$ cat config.mk
export PLATFORM = sky130hd
export DESIGN_NAME = multicycle_controller
export DESIGN_NICKNAME = d
export VERILOG_FILES = /design/src/rtl/multicycle_controller_pkg.sv /design/src/rtl/multicycle_controller_alu_control.sv /design/src/rtl/multicycle_controller.sv
export SDC_FILE = /design/constraint.sdc
export NUM_CORES = 1
export LEC_CHECK = 0
export ABC_AREA = 0
export BUFFER_PORTS_ARGS = -buffer_cell sky130_fd_sc_hd__buf_4
export CORE_MARGIN = 2
export CORE_UTILIZATION = 46
export DETAILED_ROUTE_END_ITERATION = 7
export PLACE_DENSITY = 0.78
export SYNTH_ARGS = -nofsm -noshare
export SYNTH_HDL_FRONTEND = slang
export SYNTH_SLANG_ARGS = --single-unit
$ cat constraint.sdc
create_clock -name clk -period 1.7 [get_ports clk]
set_input_delay 0.255 -clock clk [delete_from_list [all_inputs] [get_ports clk]]
set_output_delay 0.255 -clock clk [all_outputs]
set_load 0.02 [all_outputs]
$ cat src/rtl/multicycle_controller_pkg.sv
// Shared constants for the multicycle MIPS controller:
// opcodes, funct codes, state encodings and datapath select codes.
package multicycle_controller_pkg;

    typedef enum logic [3:0] {
        S_FETCH     = 4'd0,
        S_DECODE    = 4'd1,
        S_MEM_ADDR  = 4'd2,
        S_MEM_READ  = 4'd3,
        S_MEM_WB    = 4'd4,
        S_MEM_WRITE = 4'd5,
        S_R_EXEC    = 4'd6,
        S_R_WB      = 4'd7,
        S_BRANCH    = 4'd8,
        S_JUMP      = 4'd9,
        S_JAL       = 4'd10,
        S_JR        = 4'd11,
        S_I_EXEC    = 4'd12,
        S_I_WB      = 4'd13
    } state_t;

    typedef enum logic [1:0] {
        CLS_ADD = 2'd0,
        CLS_SUB = 2'd1,
        CLS_R   = 2'd2,
        CLS_I   = 2'd3
    } alu_class_t;

    localparam logic [5:0] OP_R    = 6'b000000;
    localparam logic [5:0] OP_J    = 6'b000010;
    localparam logic [5:0] OP_JAL  = 6'b000011;
    localparam logic [5:0] OP_BEQ  = 6'b000100;
    localparam logic [5:0] OP_BNE  = 6'b000101;
    localparam logic [5:0] OP_ADDI = 6'b001000;
    localparam logic [5:0] OP_SLTI = 6'b001010;
    localparam logic [5:0] OP_ANDI = 6'b001100;
    localparam logic [5:0] OP_LW   = 6'b100011;
    localparam logic [5:0] OP_SW   = 6'b101011;

    localparam logic [5:0] FN_JR  = 6'b001000;
    localparam logic [5:0] FN_ADD = 6'b100000;
    localparam logic [5:0] FN_SUB = 6'b100010;
    localparam logic [5:0] FN_AND = 6'b100100;
    localparam logic [5:0] FN_OR  = 6'b100101;
    localparam logic [5:0] FN_SLT = 6'b101010;

    localparam logic [2:0] ALU_ADD = 3'b000;
    localparam logic [2:0] ALU_SUB = 3'b001;
    localparam logic [2:0] ALU_AND = 3'b010;
    localparam logic [2:0] ALU_OR  = 3'b011;
    localparam logic [2:0] ALU_SLT = 3'b100;

    localparam logic [1:0] DST_RT = 2'b00;
    localparam logic [1:0] DST_RD = 2'b01;
    localparam logic [1:0] DST_RA = 2'b10;

    localparam logic [1:0] WB_ALU = 2'b00;
    localparam logic [1:0] WB_MDR = 2'b01;
    localparam logic [1:0] WB_PC  = 2'b10;

    localparam logic [1:0] SRCB_B     = 2'b00;
    localparam logic [1:0] SRCB_FOUR  = 2'b01;
    localparam logic [1:0] SRCB_IMM   = 2'b10;
    localparam logic [1:0] SRCB_IMMSH = 2'b11;

    localparam logic [1:0] PC_ALU    = 2'b00;
    localparam logic [1:0] PC_JUMP   = 2'b01;
    localparam logic [1:0] PC_ALUOUT = 2'b10;

endpackage

$ cat src/rtl/multicycle_controller_alu_control.sv
// ALU operation decode from the controller's state class,
// the opcode (I-type) and the funct field (R-type).
module alu_control
    import multicycle_controller_pkg::*;
(
    input  alu_class_t  cls,
    input  logic [5:0]  opcode,
    input  logic [5:0]  funct,
    output logic [2:0]  alu_op,
    output logic        illegal_funct
);

    always_comb begin
        alu_op        = ALU_ADD;
        illegal_funct = 1'b0;
        unique case (cls)
            CLS_ADD: alu_op = ALU_ADD;
            CLS_SUB: alu_op = ALU_SUB;
            CLS_R: begin
                case (funct)
                    FN_ADD:  alu_op = ALU_ADD;
                    FN_SUB:  alu_op = ALU_SUB;
                    FN_AND:  alu_op = ALU_AND;
                    FN_OR:   alu_op = ALU_OR;
                    FN_SLT:  alu_op = ALU_SLT;
                    default: illegal_funct = 1'b1;
                endcase
            end
            CLS_I: begin
                case (opcode)
                    OP_SLTI: alu_op = ALU_SLT;
                    OP_ANDI: alu_op = ALU_AND;
                    default: alu_op = ALU_ADD;
                endcase
            end
            default: alu_op = ALU_ADD;
        endcase
    end

endmodule

$ cat src/rtl/multicycle_controller.sv
// Multicycle MIPS control FSM: sequences fetch, decode, execute,
// memory and writeback by driving every dataPath strobe and select.
module multicycle_controller
    import multicycle_controller_pkg::*;
(
    input  logic       clk,
    input  logic       rst,
    input  logic [5:0] cbit,
    input  logic [5:0] alucbit,
    input  logic       zero,
    output logic       PCwritecnt,
    output logic       PCwritecondbeq,
    output logic       PCwritecondbne,
    output logic       IorD,
    output logic       memread,
    output logic       memwrite,
    output logic       IRwrite,
    output logic       regWrite,
    output logic [1:0] regDst,
    output logic [1:0] memtoreg,
    output logic       alusrcA,
    output logic [1:0] alusrcB,
    output logic [2:0] aluOp,
    output logic [1:0] pcSrc,
    output logic       illegal
);

    state_t     state_q;
    state_t     state_d;
    alu_class_t cls;
    logic [2:0] dec_op;
    logic       dec_illegal;

    // zero is consumed by the datapath's conditional PC write, not here
    logic unused_zero;
    assign unused_zero = zero;

    always_ff @(posedge clk or posedge rst) begin
        if (rst)
            state_q <= S_FETCH;
        else
            state_q <= state_d;
    end

    always_comb begin
        cls = CLS_ADD;
        unique case (state_q)
            S_R_EXEC: cls = CLS_R;
            S_I_EXEC: cls = CLS_I;
            S_BRANCH: cls = CLS_SUB;
            default:  cls = CLS_ADD;
        endcase
    end

    alu_control u_alu_control (
        .cls           (cls),
        .opcode        (cbit),
        .funct         (alucbit),
        .alu_op        (dec_op),
        .illegal_funct (dec_illegal)
    );

    always_comb begin
        state_d        = S_FETCH;
        PCwritecnt     = 1'b0;
        PCwritecondbeq = 1'b0;
        PCwritecondbne = 1'b0;
        IorD           = 1'b0;
        memread        = 1'b0;
        memwrite       = 1'b0;
        IRwrite        = 1'b0;
        regWrite       = 1'b0;
        regDst         = DST_RT;
        memtoreg       = WB_ALU;
        alusrcA        = 1'b0;
        alusrcB        = SRCB_B;
        aluOp          = ALU_ADD;
        pcSrc          = PC_ALU;
        illegal        = 1'b0;
        if (!rst) begin
            unique case (state_q)
                S_FETCH: begin
                    memread    = 1'b1;
                    IRwrite    = 1'b1;
                    alusrcB    = SRCB_FOUR;
                    PCwritecnt = 1'b1;
                    state_d    = S_DECODE;
                end
                S_DECODE: begin
                    alusrcB = SRCB_IMMSH;
                    case (cbit)
                        OP_R:
                            state_d = (alucbit == FN_JR) ? S_JR : S_R_EXEC;
                        OP_LW, OP_SW:     state_d = S_MEM_ADDR;
                        OP_BEQ, OP_BNE:   state_d = S_BRANCH;
                        OP_J:             state_d = S_JUMP;
                        OP_JAL:           state_d = S_JAL;
                        OP_ADDI, OP_SLTI,
                        OP_ANDI:          state_d = S_I_EXEC;
                        default:          illegal = 1'b1;
                    endcase
                end
                S_MEM_ADDR: begin
                    alusrcA = 1'b1;
                    alusrcB = SRCB_IMM;
                    if (cbit == OP_LW)
                        state_d = S_MEM_READ;
                    else if (cbit == OP_SW)
                        state_d = S_MEM_WRITE;
                end
                S_MEM_READ: begin
                    memread = 1'b1;
                    IorD    = 1'b1;
                    state_d = S_MEM_WB;
                end
                S_MEM_WB: begin
                    regWrite = 1'b1;
                    regDst   = DST_RT;
                    memtoreg = WB_MDR;
                end
                S_MEM_WRITE: begin
                    memwrite = 1'b1;
                    IorD     = 1'b1;
                end
                S_R_EXEC: begin
                    alusrcA = 1'b1;
                    alusrcB = SRCB_B;
                    aluOp   = dec_op;
                    illegal = dec_illegal;
                    state_d = dec_illegal ? S_FETCH : S_R_WB;
                end
                S_R_WB: begin
                    regWrite = 1'b1;
                    regDst   = DST_RD;
                    memtoreg = WB_ALU;
                end
                S_BRANCH: begin
                    alusrcA        = 1'b1;
                    alusrcB        = SRCB_B;
                    aluOp          = dec_op;
                    pcSrc          = PC_ALUOUT;
                    PCwritecondbeq = (cbit == OP_BEQ);
                    PCwritecondbne = (cbit == OP_BNE);
                end
                S_JUMP: begin
                    pcSrc      = PC_JUMP;
                    PCwritecnt = 1'b1;
                end
                S_JAL: begin
                    pcSrc      = PC_JUMP;
                    PCwritecnt = 1'b1;
                    regWrite   = 1'b1;
                    regDst     = DST_RA;
                    memtoreg   = WB_PC;
                end
                S_JR: begin
                    alusrcA    = 1'b1;
                    alusrcB    = SRCB_B;
                    aluOp      = ALU_ADD;
                    pcSrc      = PC_ALU;
                    PCwritecnt = 1'b1;
                end
                S_I_EXEC: begin
                    alusrcA = 1'b1;
                    alusrcB = SRCB_IMM;
                    aluOp   = dec_op;
                    state_d = S_I_WB;
                end
                S_I_WB: begin
                    regWrite = 1'b1;
                    regDst   = DST_RT;
                    memtoreg = WB_ALU;
                end
                default: state_d = S_FETCH;
            endcase
        end
    end

endmodule

== Yosys cells after proc, flatten, opt, wreduce, memory -nomap -nowiden ==
Cells that the tools add are included.
Word-level totals
  bits in registers: 4
  bits of input ports: 15
  output and inout port bits: 21
  word-level logic and storage cells: 92
Cells by class
  eq/ne operators: 31
  multiplexer cells: 44
  reduce and logical (&&, ||, !) cells: 16
Operator list (number)
  4-bit case mux with 6 select lines: 2
  6-bit equality test (second input constant): 7
  4-bit equality test (second input constant): 6
  6-bit by 4-bit equality test with 1-bit output (second input constant): 4
  3-bit case mux with 4 select lines: 2
  1-bit 2-to-1 mux: 22
  4-bit by 3-bit equality test with 1-bit output (second input constant): 4
  3-bit 2-to-1 mux: 5
  6-bit by 2-bit equality test with 1-bit output (second input constant): 2
  6-bit by 3-bit equality test with 1-bit output (second input constant): 2
  2-bit case mux with 2 select lines: 3
  2-bit case mux with 3 select lines: 2
  2-bit OR reduction: 6
  10-bit OR reduction: 1
  5-bit OR reduction: 2
  4-bit by 2-bit equality test with 1-bit output (second input constant): 2
  2-bit 2-to-1 mux: 4
  4-bit 2-to-1 mux: 2
  4-bit OR reduction: 2
  6-bit zero test: 1
  3-bit case mux with 2 select lines: 1
  3-bit OR reduction: 2
  2-bit equality test (second input constant): 2
  4-bit by 1-bit equality test with 1-bit output (second input constant): 1
  4 further kinds: 4

== Longest topological paths before layout ==
Gate-level depths: netlist of run 1.
  word-level depth: 7
  depth in mapped cells: 5
  depth with buffers taken out: 4

== Modules after synthesis ==
Synthesis of run 1 repeated with hierarchy kept, for this count alone.
Second synthesis, totals
  cell total of the unflattened synthesis: 126
  area, all modules: 867.1 µm²
By module, submodules not included
  multicycle_controller: times used 1, cells an instance 107, area each 726.9 µm², sequential area each 100.1 µm²
  alu_control: times used 1, cells an instance 19, area each 140.1 µm², sequential area each 0.0 µm²

== Worst setup path before layout of run 1 ==
OpenSTA, ideal clock, no wires.
  kind: register to output
  start point: register state_q[0]
  end point: output port PCwritecondbeq
  arrival: 1906 ps
  required time: 1445 ps
  path slack: -461 ps
  cell stages (with the launch flop): 5
  buffers on the path: 1
  cells stage by stage: dfrtp_1 > clkbuf_1 > nor4_1 > nand3_1 > nor2_1
On the way
  longest elaborated chain between the ends: 3
Ends and longest elaborated chain
  from (decl): line multicycle_controller.sv:28  | state_t state_q;
  from (signal assigned): line multicycle_controller.sv:42  | state_q <= state_d;
  4-bit equality test: line multicycle_controller.sv:81  | unique case (state_q)
  1-bit 2-to-1 mux: line multicycle_controller.sv:81
  1-bit 2-to-1 mux: line multicycle_controller.sv:80  | if (!rst) begin
  to (decl): line multicycle_controller.sv:12  | output logic PCwritecondbeq,
Every way passes these cells.

== Worst setup path after layout of run 1 ==
  start point: register state_q[3]
  end point: output port regWrite
On the way
  longest elaborated chain between the ends: 4
  elaborated cells on any way between the ends: 7
  classes of those cells: eq/ne (4); mux (2); reduce/logical (1)
Ends and longest elaborated chain
  4-bit equality test or 4-bit by 3-bit equality test with 1-bit output (tied branches): line multicycle_controller.sv:81
  4-bit OR reduction (no line) *
  1-bit 2-to-1 mux *: line multicycle_controller.sv:81
  1-bit 2-to-1 mux *: line multicycle_controller.sv:80
  to (decl): line multicycle_controller.sv:18  | output logic regWrite,
Every way passes the cells marked *; elsewhere a longest branch is shown, timed or not.

==> impl_metrics.tcl, run 1 <==
set metrics [dict create \
    place_area_mm2 0.00114 \
    synthSimpleGateAreaFrac_pct 47.3 \
    largest_reg_flops 4 \
    leakagePower_uw 0.000578 \
    reg2reg_depth 7 \
    die_y_um 45.8 \
    nFillCells 129 \
    drt_first_pass_iters 4 \
    regMostFlops "state_q" \
    hold_path_class "in2async" \
    cts_max_path_buffers 2 \
    antenna_cells 0 \
    grt_max_degree 12 \
    avgSynthCellArea_um2 6.52 \
    ant_nets 0 \
    grt_usage_pct 28.0 \
    fin_cells 191 \
    coreArea_mm2 0.00169 \
    r2r-end "state_q[0]" \
    finalPower_uw 451 \
    dpl.hpwl_mm 2.01 \
    vias 1187 \
    endpoint_kind "output port" \
    numCtsBuffers 3 \
    place_congestion 0.870 \
    fin_tns_setup_ns -1.01 \
    critical_path.endpoint "regWrite" \
    row_count 15 \
    yosysWarningCount 0 \
    drive_above_1_share_pct 50.6 \
    synth_compound_gate_area_share_pct 30.1 \
    timing.hold.ws_ns 0.118 \
    antenna_found_initial 0 \
    worst-slew-pin-transition_ns 0.312 \
    relSlewSlack_pct 79.0 \
    crit_type "reg2out" \
    violations "negative setup slack" \
    r2r-start "state_q[3]" \
    layout_setup_ws_ns -0.161 \
    drc 0 \
    die_width_um 45.8 \
    global_route.overflow_total 0 \
    initial_core_util_pct 47.5 \
    seq_area_frac_synth_pct 12.5 \
    clock_latency_ns 0.24 \
    syn2layout_area_growth_pct 68.0 \
    status "finished with violations" \
    clock_skew_ns 0.00356 \
    ios 36 \
    via_per_inst 6.21 \
    clk_pin_slew_ns 0.04 \
    syn_inst 123 \
    holdBufCountCts 0 \
    synth_cell_types 40 \
    drt-wirelength-per-cell_um 15.5 \
    startpoint "state_q[3]" \
    drv_slew 0 \
    synthesis.nets 138 \
    setup_viol 12 \
    max_freq_ghz 0.537 \
    start_kind "flop" \
    r2r_setup_slack_ns 0.11 \
    period_share_pct 109 \
    multiInputGateArea_um2 743 \
    maxCapViolations 0 \
    powerDensity_mw_per_mm2 335 \
    synth_top_family_by_area "simple AND/OR/NAND/NOR gates" \
    grt_setup_unrepaired "yes" \
    cp_data_arrival_time_ns 1.61 \
    htreeDepth 1 \
    register_area_um2 105 \
    drtIter0Drc 27 \
    dp.cells 177 \
    io_buffer_count 34 \
    ir_worst_vdd_v 0.000295 \
    period_needed_ns 1.86 \
    syn_area_um2 802 \
    largestRegisters "state_q x4" \
    yosys.area_share.xor_xnor_pct 2.18 \
    synth-seq-cells 4 \
    cts_root_buf "clkbuf_4" \
    wl_mm 2.96 \
    path_max_fanout 6 \
    grt_pass1_vias 1054 \
    finalInstanceArea_mm2 0.00135 \
    critPathRequiredTime_ns 1.44 \
    cts_tree "done" \
    grt_first_pass_wirelength_mm 4.40 \
    synthAdderAreaFrac_pct 0 \
    die_area_mm2 0.00209 \
    cts_sinks 4 \
    final_nets 191 \
    synthMuxAreaShare_pct 0 \
    finalHoldViolations 0 \
]
## worst min-delay path by stage
stage / cells after the start / to / startpoint
3_3_place_gp: 3 / state_q[1] / rst
2_1_floorplan: 2 / state_q[0] / rst
5_1_grt: 3 / state_q[0] / rst
6_report: 3 / state_q[0] / rst
4_1_cts: 3 / state_q[0] / rst
3_5_place_dp: 3 / state_q[0] / rst
## layout by cell type (no fill, tap or decap), drive strengths merged, types with 2 or more instances in the layout
cell,netlist,routed
inv,6,6
o2111ai,3,3
nand3,5,5
or3,2,2
a31oi,3,3
o211ai,4,4
a211oi,4,4
buf,4,56
nor3,5,5
and3,6,6
nor4,4,4
dfrtp,4,4
nand2b,8,8
nor2b,3,3
nor2,19,19
a21oi,8,8
nand3b,3,3
clkbuf,5,4
nand2,4,4
o21ai,8,8
o31a,2,2
## repair_timing
action / 4_1_cts / 5_1_grt
pin swaps: 7 / 6
setup buffers: 10 / 1
cloned: 0 / 0
setup endpoints to repair: 13 / 20
endpoints found under the hold margin: 0 / 0
resized for setup: 14 / 18
## kinds of logic after synthesis
group           after synthesis
xor+xnor                      2
flops                         4
simple gates                 66
buf+inv                      15
compound gates               36
## synthesized netlist by cell type
library cell  count  area, µm²
a211oi_1          4       30.0
a31oi_1           3       18.8
buf_4             1       7.51
nand4b_1          1       8.76
and3b_2           1       10.0
and2_1            1       6.26
a21boi_0          1       7.51
nand3_1           5       25.0
o21ai_0           5       25.0
or3_1             2       12.5
inv_2             1       3.75
and4bb_1          1       12.5
nor4_1            4       25.0
nand2b_1          8       50.1
xnor2_1           1       8.76
o31a_1            2       17.5
nor2b_1           2       12.5
nand4_1           1       6.26
and3_1            6       37.5
a32oi_1           1       8.76
o211ai_2          1       12.5
or4_4             1       11.3
a211o_1           1       8.76
nand2_1           4       15.0
dfrtp_1           4        100
buf_2             3       15.0
o211ai_1          3       22.5
xor2_1            1       8.76
and4_1            1       8.76
o21ai_1           3       15.0
a21oi_1           8       40.0
nor3_2            2       20.0
nor2_1           19       71.3
inv_1             5       18.8
o2111ai_1         3       26.3
nand3b_1          3       22.5
nor2b_2           1       8.76
o22a_1            1       8.76
clkbuf_1          5       18.8
nor3_1            3       15.0
## where the power goes
| part | internal [µW] | switching (µW) | total [µW] |
|---|---|---|---|
| clock | 79.3 | 42.9 | 122 |
| sequential | 99.4 | 6.11 | 106 |
| combinational | 103 | 121 | 223 |
| total | 281 | 169 | 451 |
## metal layers
metal	share of wire (%)	vias to the layer above	routed length (µm)	global-route usage (%)
met3	4.5	6	133	2.38
met2	54	49	1600	53.8
met4	0.85	0	25	7.43
met1	41	568	1200	32.4
met5	0	-	0	0
li1	-	564	-	-
## critical path: stages, from the launching register on
cell	delay (ns)
dfrtp_2	0.45
buf_6	0.14
or3_4	0.34
o21ai_1	0.09
a21oi_1	0.09
nor2_1	0.11
buf_4	0.15
## layout make-up
class / instances / share of cell area [%]
timing repair buffer: 57 / 32.1
tap: 17 / 1.58
clock buffer: 3 / 1.67
sequential: 4 / 7.80
inverter: 6 / 1.67
multi-input combinational: 104 / 55.2
## stage by stage
stage / utilization (%) / setup slack, ns
final: 79.8 / -0.161
after detailed placement: 67.6 / 0.0210
after floorplan: - / -0.0616
after global routing: 79.8 / -0.185
after global placement: 67.6 / 0.0520
after CTS: 75.7 / -0.111
Power figures use the tool's default switching activity.
==> inputs of run 2 (changes only) <==
==> constraint.sdc (replaced) <==
create_clock -name clk -period 1.7 [get_ports clk]
set_input_delay 0.255 -clock clk [delete_from_list [all_inputs] [get_ports clk]]
set_output_delay 0.255 -clock clk [all_outputs]
set_load 0.1 [all_outputs]
==> run 2 against run 1 <==
  * The flow now stops in clock tree synthesis
  * Synthesized cell count unchanged
  * Synthesized area unchanged
==> impl_metrics.tcl, run 2 <==
set metrics [dict create \
    synth-main-ff-cell "dfrtp_1" \
    error_line "[ERROR DPL-0038] Utilization greater than 100%, impossible to legalize" \
    avgSynthCellArea_um2 6.52 \
    row_count 15 \
    yosys.area.top_type "dfrtp_1" \
    synthesis.nets 138 \
    synth-seq-cells 4 \
    synthArstFlopShare_pct 100 \
    cts_setup_buffers 10 \
    synthTopCellsByCount "19 x nor2_1, 8 x a21oi_1, 8 x nand2b_1, 6 x and3_1" \
    haltStage "clock tree synthesis" \
    seq_area_frac_synth_pct 12.5 \
    holdBufCountCts 0 \
    cts_root_buf "clkbuf_4" \
    syn_inst 123 \
    die_width_um 45.8 \
    synth_most_common_cell "nor2_1" \
    synth_cell_types 40 \
    io_buffer_count 34 \
    synth_top_cell_area_share_pct 12.5 \
    yosysWarningCount 0 \
    numCtsBuffers 3 \
    cts_sinks 4 \
    die_y_um 45.8 \
    status "aborted with a tool error" \
    dpl.hpwl_mm 2.69 \
    htreeDepth 1 \
    cts_resized 92 \
    cts_max_path_buffers 2 \
    initial_core_util_pct 47.5 \
    pre_cts_slack_ns -0.128 \
    synth_area_leaders "dfrtp_1 12%, nor2_1 8.9%, nand2b_1 6.2%" \
    ios 36 \
    syn_area_um2 802 \
    place_congestion 0.843 \
    synth_edf_count 0 \
]
run 2: stage by stage:
step | instance area [µm²] | std cells
3_5_place_dp | 1530 | 203
3_3_place_gp | 1530 | 203
2_1_floorplan | 1040 | 123
run 2: kinds of logic after synthesis:
group / count (synthesis) / synth area share [%]
AO/OA/AOI/OAI: 36 / 30.1
buffers and inverters: 15 / 7.96
flip-flops: 4 / 12.5
AND/OR/NAND/NOR: 66 / 47.3
XOR/XNOR: 2 / 2.18
==> inputs of run 3 (changes only) <==
--- a/config.mk
+++ b/config.mk
@@ -7,10 +7,10 @@
 export LEC_CHECK = 0
 export ABC_AREA = 0
 export BUFFER_PORTS_ARGS = -buffer_cell sky130_fd_sc_hd__buf_4
-export CORE_MARGIN = 2
-export CORE_UTILIZATION = 46
+export CORE_AREA = 2 2 63 65
 export DETAILED_ROUTE_END_ITERATION = 7
-export PLACE_DENSITY = 0.78
+export DIE_AREA = 0 0 65 67
+export PLACE_DENSITY_LB_ADDON = 0.15
 export SYNTH_ARGS = -nofsm -noshare
 export SYNTH_HDL_FRONTEND = slang
 export SYNTH_SLANG_ARGS = --single-unit
==> run 3 against run 2 <==
  * The flow now finishes, with violations (negative setup slack)
==> impl_metrics.tcl, run 3 (synthesis gave the netlist of run 1 again) <==
set metrics [dict create \
    fin_tns_setup_ns -1.73 \
    global_route.overflow_total 0 \
    coreArea_mm2 0.00361 \
    cts_max_path_buffers 2 \
    timing.hold.ws_ns 0.151 \
    io_buffer_count 34 \
    drc 0 \
    path_max_fanout 7 \
    cts_root_buf "clkbuf_8" \
    setup_viol 14 \
    endpoint_kind "output port" \
    row_count 22 \
    finalPower_uw 743 \
    drive_above_1_share_pct 67.3 \
    via_per_inst 4.96 \
    place_congestion 0.783 \
    ant_nets 0 \
    largest_reg_flops 4 \
    period_share_pct 112 \
    finalHoldViolations 0 \
    crit_type "reg2out" \
    violations "negative setup slack" \
    antenna_cells 0 \
    maxCapViolations 0 \
    holdBufCountCts 0 \
    wl_mm 3.33 \
    grt_pass1_vias 1165 \
    relSlewSlack_pct 74.5 \
    largestRegisters "state_q x4" \
    initial_core_util_pct 22.2 \
    grt_max_degree 9 \
    die_area_mm2 0.00436 \
    critical_path.cell_chain "and4bb_2, and3_4, nand3b_1, a21oi_4, buf_12" \
    cts_sinks 4 \
    status "finished with violations" \
    drtIter0Drc 33 \
    critPathRequiredTime_ns 1.44 \
    layout_common_cells "49 x buf_4, 21 x buf_12, 11 x nor2_4" \
    die_y_um 67 \
    drt_first_pass_iters 4 \
    htreeDepth 1 \
    cp_data_arrival_time_ns 1.65 \
    die_width_um 65 \
    ios 36 \
    layout_setup_ws_ns -0.208 \
    max_freq_ghz 0.524 \
    clock_skew_ns 0.00464 \
    grt_setup_unrepaired "yes" \
    final_nets 215 \
    powerDensity_mw_per_mm2 354 \
    reg2reg_depth 8 \
    worst-slew-pin-transition_ns 0.379 \
    clk_pin_slew_ns 0.03 \
    layout_commonest_cell "buf_4" \
    dpl.hpwl_mm 2.47 \
    leakagePower_uw 0.000804 \
    drt-wirelength-per-cell_um 13.5 \
    regMostFlops "state_q" \
    critPathSlowestCell "dfrtp_2" \
    slowest_delay_ns 0.44 \
    clock_latency_ns 0.22 \
    grt_first_pass_wirelength_mm 5.33 \
    pre_cts_slack_ns -0.0755 \
    drv_slew 0 \
    ir_worst_vdd_v 0.000169 \
    numCtsBuffers 3 \
    period_needed_ns 1.91 \
    syn2layout_area_growth_pct 162 \
    dp.cells 232 \
    hold_path_class "in2async" \
    fin_cells 247 \
    grt_usage_pct 15.6 \
    antenna_found_initial 0 \
    vias 1225 \
    cts_tree "done" \
    nFillCells 326 \
    start_kind "flop" \
]
[run 3: where the power goes]
group          switching, µW  total, µW  internal [µW]  leakage (µW)
clock network           50.9        211            160     0.0000228
registers               5.50        105           99.6     0.0000498
logic                    236        427            191      0.000731
total                    292        743            451      0.000804
[run 3: layout make-up]
| class | instances | area (µm²) | share of cell area [%] |
|---|---|---|---|
| Clock buffer | 4 | 45.0 | 2.15 |
| Tap cell | 48 | 60.1 | 2.86 |
| Inverter | 6 | 22.5 | 1.07 |
| Multi-Input combinational cell | 104 | 952 | 45.4 |
| Timing Repair Buffer | 81 | 916 | 43.6 |
| Sequential cell | 4 | 104 | 4.95 |
[run 3: metal layers]
layer | wire (µm) | vias up | GRT usage (%)
met5 | 0 | - | 0
met4 | 14 | 0 | 2.39
met3 | 123 | 2 | 0.676
met2 | 1870 | 36 | 31.4
met1 | 1320 | 579 | 18.3
li1 | - | 608 | -
[run 3: repair_timing]
| action | 4_1_cts | 5_1_grt |
|---|---|---|
| setup buffers | 9 | 4 |
| pin swaps | 16 | 12 |
| cloned | 0 | 0 |
| setup endpoints to repair | 21 | 20 |
| gates resized for setup | 80 | 20 |
[run 3: critical path, delay by kind of cell, from the launching register on]
family,cells,cell delay [ns]
compound gates,1,0.16
simple gates,3,0.64
flops,1,0.44
buf+inv,1,0.19
[run 3: worst paths after layout]
path | start | slack (ns) | to
max in group asynchronous | rst | 1.41 | state_q[0]
hold / removal | rst | 0.15 | state_q[2]
hold reg to reg | state_q[0] | 0.83 | state_q[2]
setup / recovery | state_q[1] | -0.21 | aluOp[1]
setup reg to reg | state_q[3] | 0.08 | state_q[0]
min in group clk | cbit[4] | 0.46 | state_q[1]
[run 3: stage by stage]
step	instance area, µm²	util (%)
after floorplan	1040	-
after global placement	1550	43.0
after detailed placement	1550	43.0
after CTS	1970	54.7
after global routing	2100	58.2
final	2100	58.2
==> inputs of run 4 (changes only) <==
--- a/config.mk
+++ b/config.mk
@@ -13,4 +13,5 @@
 export PLACE_DENSITY_LB_ADDON = 0.15
 export SYNTH_ARGS = -nofsm -noshare
 export SYNTH_HDL_FRONTEND = slang
+export SYNTH_HIERARCHICAL = 1
 export SYNTH_SLANG_ARGS = --single-unit
==> run 4 against run 3 <==
  * Clock power decreased by 6%
  * Register-to-register slack got worse by 0.29 ns
  * Critical path type unchanged
  * Global-route usage rose by 1.9 points
  * Cell count unchanged
  * The run still ends with negative setup slack left
  * Worst setup slack got worse by 0.32 ns
  * Combinational power is 4.7% lower
  * Largest power group unchanged
  * Design area is 1.8% lower
  * Via count rose by 2.6%
  * Hold slack got worse by 0.028 ns
  * Critical path depth is 3 higher
  * Synthesized cell count up 2.4%
  * Routed wire length grew 8.4%
==> impl_metrics.tcl, run 4 <==
set metrics [dict create \
    synth_edf_count 0 \
    die_area_mm2 0.00436 \
    leakagePower_uw 0.000843 \
    clock_latency_ns 0.21 \
    grt_first_pass_wirelength_mm 5.93 \
    cp_data_arrival_time_ns 1.97 \
    ios 36 \
    grt_usage_pct 17.5 \
    finalPower_uw 708 \
    endpoint_kind "output port" \
    status "finished with violations" \
    layout_setup_ws_ns -0.525 \
    synth-seq-cells 4 \
    cts_root_buf "clkbuf_8" \
    syn_area_um2 867 \
    via_per_inst 5.09 \
    die_y_um 67 \
    grt_max_degree 14 \
    clock_skew_ns 0.00177 \
    drive_above_1_share_pct 63.3 \
    cts_max_path_buffers 2 \
    io_buffer_count 34 \
    max_freq_ghz 0.449 \
    maxCapViolations 0 \
    clk_pin_slew_ns 0.03 \
    period_share_pct 131 \
    powerDensity_mw_per_mm2 344 \
    syn_inst 126 \
    period_needed_ns 2.23 \
    antenna_found_initial 0 \
    htreeDepth 1 \
    largest_reg_flops 4 \
    relSlewSlack_pct 71.8 \
    seq_area_frac_synth_pct 11.5 \
    crit_type "reg2out" \
    cts_sinks 4 \
    layout_common_cells "54 x buf_4, 18 x buf_12, 9 x nor2_4" \
    final_nets 216 \
    cts_tree "done" \
    drt-wirelength-per-cell_um 14.6 \
    synth_top_cell_area_share_pct 11.5 \
    setup_viol 23 \
    largestRegisters "state_q x4" \
    synth_most_common_cell "nor2_1" \
    synthArstFlopShare_pct 100 \
    row_count 22 \
    synthTopCellsByCount "15 x nor2_1, 9 x nand2b_1, 8 x clkbuf_1, 7 x nand2_1, 6 x inv_1" \
    grt_setup_unrepaired "yes" \
    layout_commonest_cell "buf_4" \
    drtIter0Drc 30 \
    initial_core_util_pct 24.0 \
    syn2layout_area_growth_pct 138 \
    finalHoldViolations 0 \
    fin_cells 247 \
    synthesis.nets 141 \
    drt_first_pass_iters 4 \
    dp.cells 235 \
    drv_slew 0 \
    path_max_fanout 4 \
    die_width_um 65 \
    place_area_mm2 0.00155 \
    worst-slew-pin-transition_ns 0.419 \
    synth_cell_types 46 \
    vias 1257 \
    wl_mm 3.60 \
    coreArea_mm2 0.00361 \
    synth_area_leaders "dfrtp_1 12%, nand2b_1 6.5%, nor2_1 6.5%" \
    dpl.hpwl_mm 2.68 \
    avgSynthCellArea_um2 6.88 \
    yosys.area.top_type "dfrtp_1" \
    grt_pass1_vias 1229 \
    start_kind "flop" \
    drc 0 \
    finalInstanceArea_mm2 0.00206 \
    critPathRequiredTime_ns 1.44 \
    hold_path_class "in2async" \
    antenna_cells 0 \
    ir_worst_vdd_v 0.000171 \
    global_route.overflow_total 0 \
    numCtsBuffers 3 \
    violations "negative setup slack" \
    place_congestion 0.815 \
    regMostFlops "state_q" \
    nFillCells 333 \
    ant_nets 0 \
    synth-main-ff-cell "dfrtp_1" \
    yosysWarningCount 6 \
]
==> run 4: per-layer routing <==
| layer | routed length, µm | up-vias | global-route usage (%) |
|---|---|---|---|
| met4 | 0 | 0 | 1.60 |
| met2 | 2080 | 24 | 34.9 |
| met3 | 72 | 0 | 1.69 |
| li1 | - | 620 | - |
| met5 | 0 | - | 0 |
| met1 | 1460 | 613 | 20.6 |
==> run 4: kinds of logic after synthesis <==
logic type / after synthesis / synth area share (%)
compound gates: 33 / 28.1
flops: 4 / 11.5
simple gates: 69 / 48.3
buf+inv: 17 / 8.80
mux: 1 / 1.15
xor+xnor: 2 / 2.02
==> run 4: worst paths after layout <==
check | endpoint | slack [ns] | cells past startpoint | startpoint
max in group asynchronous | state_q[3] | 1.46 | 3 | rst
max reg2reg | state_q[2] | -0.21 | 6 | state_q[3]
min reg2reg | state_q[3] | 0.76 | 2 | state_q[2]
max | aluOp[1] | -0.53 | 8 | state_q[3]
min in group clk | state_q[2] | 0.31 | 2 | rst
min | state_q[0] | 0.12 | 3 | rst
==> run 4: power by group <==
group          leakage, µW  switching (µW)  internal, µW
Combinational     0.000767             232           175
Sequential       0.0000543            3.86          99.0
Clock            0.0000216            47.4           151
==> run 4: stage by stage <==
stage / utilization, % / setup slack (ns) / hold WS (ns) / setup TNS [ns]
6_report: 57.1 / -0.525 / 0.124 / -5.95
5_1_grt: 57.1 / -0.619 / 0.143 / -7.64
4_1_cts: 55.8 / -0.540 / 0.119 / -6.53
3_5_place_dp: 43.1 / -0.430 / 0.329 / -4.31
3_3_place_gp: 43.1 / -0.387 / 0.334 / -3.98
2_1_floorplan: - / -1.10 / 0.0531 / -8.12
==> run 4: final cells by class <==
| class | instances | area (µm²) | share of cell area [%] |
|---|---|---|---|
| multi-input cells | 105 | 966 | 46.9 |
| repair buffers | 81 | 871 | 42.3 |
| flip-flops and latches | 4 | 100 | 4.86 |
| well taps | 48 | 60.1 | 2.91 |
| clock buffers | 3 | 41.3 | 2.00 |
| inverters | 6 | 22.5 | 1.09 |
==> run 4: worst max-delay path, cell delays in order, from the launching register on <==
cell and delay, ns:
dfrtp_1 0.40, xnor2_2 0.15, nor3b_2 0.16, buf_4 0.15, and4bb_1 0.24, nor4bb_4 0.22, a31o_1 0.13, and2_4 0.14
buf_12 0.16
==> run 4: timing repair <==
| item | 4_1_cts | 5_1_grt |
|---|---|---|
| endpoints found under the setup margin | 25 | 25 |
| hold buffers | 0 | 0 |
| gates resized for setup | 88 | 4 |
| setup buffers | 6 | 3 |
| pin swaps | 19 | 7 |
